`src/rtl/program_encoder.sv`:
```
// Encodes RV32I instruction fields into machine words and streams them into
// instruction memory. The core is held in reset until the program has loaded.
module program_encoder #(
    parameter int IMEM_DEPTH = 64,
    parameter int ADDR_W     = $clog2(IMEM_DEPTH)
) (
    input  logic              clk,
    input  logic              rst_n,
    input  logic              in_valid,
    output logic              in_ready,
    input  logic [2:0]        fmt,
    input  logic [6:0]        op,
    input  logic [2:0]        funct3,
    input  logic              funct7b5,
    input  logic [4:0]        rd,
    input  logic [4:0]        rs1,
    input  logic [4:0]        rs2,
    input  logic [31:0]       imm,
    input  logic              last,
    output logic              imem_we,
    output logic [ADDR_W-1:0] imem_addr,
    output logic [31:0]       imem_wdata,
    output logic              cpu_rst_n,
    output logic [ADDR_W:0]   word_count,
    output logic              error
);

    typedef enum logic [1:0] {S_LOAD, S_RUN, S_ERROR} state_t;

    state_t      state, state_d;
    logic [31:0] word;
    logic        legal;
    logic        accept;
    logic        full;

    assign in_ready  = (state == S_LOAD);
    assign cpu_rst_n = (state == S_RUN);
    assign error     = (state == S_ERROR);
    assign accept    = in_valid & in_ready;
    assign full      = (word_count == (ADDR_W+1)'(IMEM_DEPTH - 1));

    // Field packing; branch/jump targets must be 2-byte aligned.
    always_comb begin
        word  = '0;
        legal = 1'b1;
        case (fmt)
            3'd0: word = {1'b0, funct7b5, 5'b0, rs2, rs1, funct3, rd, op};
            3'd1: begin
                if (funct3 == 3'b001 || funct3 == 3'b101)
                    word = {1'b0, funct7b5, 5'b0, imm[4:0], rs1, funct3, rd, op};
                else
                    word = {imm[11:0], rs1, funct3, rd, op};
            end
            3'd2: word = {imm[11:5], rs2, rs1, funct3, imm[4:0], op};
            3'd3: begin
                word  = {imm[12], imm[10:5], rs2, rs1, funct3, imm[4:1], imm[11], op};
                legal = ~imm[0];
            end
            3'd4: word = {imm[31:12], rd, op};
            3'd5: begin
                word  = {imm[20], imm[10:1], imm[11], imm[19:12], rd, op};
                legal = ~imm[0];
            end
            default: legal = 1'b0;
        endcase
    end

    always_comb begin
        state_d = state;
        if (accept) begin
            if (!legal)
                state_d = S_ERROR;
            else if (last)
                state_d = S_RUN;
            else if (full)
                state_d = S_ERROR;
        end
    end

    always_ff @(posedge clk or negedge rst_n) begin
        if (!rst_n) begin
            state      <= S_LOAD;
            imem_we    <= 1'b0;
            imem_addr  <= '0;
            imem_wdata <= '0;
            word_count <= '0;
        end else begin
            state   <= state_d;
            imem_we <= accept & legal;
            if (accept && legal) begin
                imem_addr  <= word_count[ADDR_W-1:0];
                imem_wdata <= word;
                word_count <= word_count + 1'b1;
            end
        end
    end

endmodule
```
`config.mk`:
```
export PLATFORM = sky130hd
export DESIGN_NAME = program_encoder
export DESIGN_NICKNAME = d
export VERILOG_FILES = /design/src/rtl/program_encoder.sv
export SDC_FILE = /design/constraint.sdc
export NUM_CORES = 1
export LEC_CHECK = 0
export BUFFER_PORTS_ARGS = -buffer_cell sky130_fd_sc_hd__buf_2
export CORE_UTILIZATION = 40
export CTS_CLUSTER_SIZE = 28
export DETAILED_ROUTE_END_ITERATION = 8
export GPL_TIMING_DRIVEN = 0
export PLACE_DENSITY = 0.81
export SKIP_CTS_REPAIR_TIMING = 1
export SLEW_MARGIN = 20
export SYNTH_ARGS = -nofsm -noshare
export SYNTH_HDL_FRONTEND = slang
export SYNTH_SLANG_ARGS = --single-unit
```
`constraint.sdc`:
```
create_clock -name clk -period 1.8 [get_ports clk]
set_input_delay 0.36 -clock clk [delete_from_list [all_inputs] [get_ports clk]]
set_output_delay 0.36 -clock clk [all_outputs]
set_load 0.005 [all_outputs]
```
==> reports/metrics.cfg <==
[outcome]
status=finished clean

[layout]
layout_common_cells=114 x buf_2, 52 x nand2_1, 48 x dfrtp_1
multi_input_area_um2=907
ff_latch_area_um2=1200
antenna_cells=0
nNetsFinal=415
layout_commonest_cell=buf_2
fillers=497
syn2layout_area_growth_pct=37.3
finalNonFillerCells=420
drive_gt1_share_pct=37.7

[flow_run]
drv_cap=0

[synth]
syn_area_um2=2190
ys_seq_elements=48
ys_seq_area_share_pct=55.0
ys_warn_count=0
syn-instance-count=230
synth_area_per_cell_um2=9.50
synth_nets=296
ys_types=32

[sta]
worst_slack_ps=161
final.min_clock_period_ps=1640
relSlewSlack_pct=50.7
slew_viol_final=0
fin_tns_setup_ps=0
worst_slew_pin_slew_ps=734
hold_viol_final=0
setup_violations=0
period_share_pct=91.1
finalClockSkew_ps=6.67
timing.hold.ws_ps=62.1
rsz0062_at_grt=false
fmax_ghz=0.610

[detailed_routing]
drt_drc_violations_left=0
drtIter0Drc=70
via_per_inst=5.00
via_count=2098
drt-total-wl_mm=5.89
wl_per_cell_um=14.0
first_pass_iters=4
ant_nets=0

[clocking]
cts_root_buf=clkbuf_8
clk_pin_slew_worst_paths_ps=90
cts_tree=done
clkSinkCount=48
h-tree-depth=2
worst_skew_pair.late_latency_ps=300
numCtsBuffers=5
clockBufferDepth=2

[setup_path]
worstPathRequired_ps=2000
crit_top_cell=nand2_1
crit_path_max_incr_delay_ps=420
cp.arrival_ps=1840
cp-start-kind=register
worstSetupPathType=register to register
cp_max_fo=10
crit_path_cell_trace=nor3b_1 > o21ai_1 > buf_2 > clkbuf_1 > nand2_1 > nand2_1
cp-end-kind=register
crit_path_top_delay_cell=dfrtp_1

[pwr]
max-vdd-ir-drop_mv=0.591
p_leak_nw=1.57
power_density_nw_per_um2=1370
power_mw=4.12

[placed_design]
place_inst=412
place_ws_ps=-49.2
numPortBuffers=112
routabilityCongestion=0.813
hpwl_mm=4.53

[floorplanning]
dieHeight_um=75.9
dieArea_um2=5760
core_area_um2=5170
die_w_um=75.9
initial_core_util_pct=42.3
row_count=26
io_pins=114

[global_route]
first_global_vias=2144
grt_pass1_wl_mm=10.2
antenna_found_initial=0
grt-ovfl-total=0
grt_max_degree=49
grt_usage_pct=22.3

[hold_path]
holdCritPathClass=input pin to asynchronous set/reset pin

==> sequential cells by signal (all words and copies together), names as in the netlist <==
register    cells
imem_we         1
imem_wdata     32
word_count      7
state           2
imem_addr       6
==> synth_stat cells <==
cell,instances,area [um^2]
nand2_1,52,195
dfrtp_1,48,1200
nor2_1,42,158
a221oi_1,17,149
clkbuf_1,8,30.0
a22oi_1,6,45.0
buf_2,5,25.0
mux2_2,5,56.3
nor2b_1,5,31.3
o21ai_0,5,25.0
a22o_1,4,35.0
inv_1,3,11.3
xnor2_1,3,26.3
xor2_1,3,26.3
a21o_1,2,15.0
a31oi_1,2,12.5
and3_1,2,12.5
nand3_1,2,10.0
nor3_1,2,10.0
o21ai_1,2,10.0
a21oi_1,1,5.00
a222oi_1,1,10.0
a311oi_1,1,8.76
a31o_1,1,8.76
and2b_1,1,7.51
buf_6,1,11.3
ha_1,1,12.5
nand2b_1,1,6.26
nand4_1,1,6.26
nor3b_1,1,7.51
o32ai_1,1,8.76
or3b_1,1,8.76
==> per-layer routing <==
layer	up-vias	global-route usage, %	routed length, um
met4	0	7.31	83
met3	9	5.42	373
met1	976	28.0	2590
met5	-	0	0
li1	1032	-	-
met2	81	37.5	2850
==> worst max-delay path: cells and delay by family (launching register included) <==
kind                   cells  cell delay (ps)
and+or+nand+nor            3              460
buffers and inverters      2              470
DFF                        1              420
AOI/OAI and AO/OA          1              180
==> layout make-up <==
class | instances | area share [%]
clock inverters | 3 | 3.00
well taps | 70 | 2.92
multi-input cells | 165 | 30.2
plain buffers | 14 | 2.42
clock buffers | 5 | 2.29
inverters | 3 | 0.375
flip-flops and latches | 48 | 40.0
repair buffers | 112 | 18.8
==> worst paths after layout <==
check | start | endpoint | slack (ps) | cells after the start
worst max-delay path | state[0] | imem_addr[3] | 160 | 6
worst min-delay path | rst_n | imem_addr[5] | 60 | 1
worst max register to register | state[0] | imem_addr[3] | 160 | 6
worst min register to register | imem_addr[4] | imem_addr[4] | 480 | 2
max in group asynchronous | rst_n | imem_wdata[11] | 1330 | 1
min in group clk | op[1] | imem_wdata[1] | 240 | 3
==> kinds of logic (layout without fill, tap and decap cells) <==
kind of cell / count (synthesis) / count (layout) / share of synthesized area [%]
flip-flops: 48 / 48 / 55.0
multiplexers: 5 / 5 / 2.58
buffers and inverters: 17 / 137 / 3.55
XOR/XNOR: 6 / 6 / 2.40
AND/OR/NAND/NOR: 110 / 110 / 20.7
AO/OA/AOI/OAI: 43 / 43 / 15.2
adder cells (fa/ha/maj): 1 / 1 / 0.572
==> where the power goes <==
group          switching [mW]  internal (mW)  leakage (nW)
combinational           0.603          0.640         0.909
clock                   0.358          0.694        0.0784
sequential              0.281           1.54         0.582
total                    1.24           2.87          1.57
==> metrics by stage <==
stage,utilization (%),cell area [um^2]
2_1_floorplan,-,2190
3_3_place_gp,54.8,2830
3_5_place_dp,54.8,2830
4_1_cts,57.9,2990
5_1_grt,58.0,3000
6_report,58.0,3000
Power figures use the tool's default switching activity.
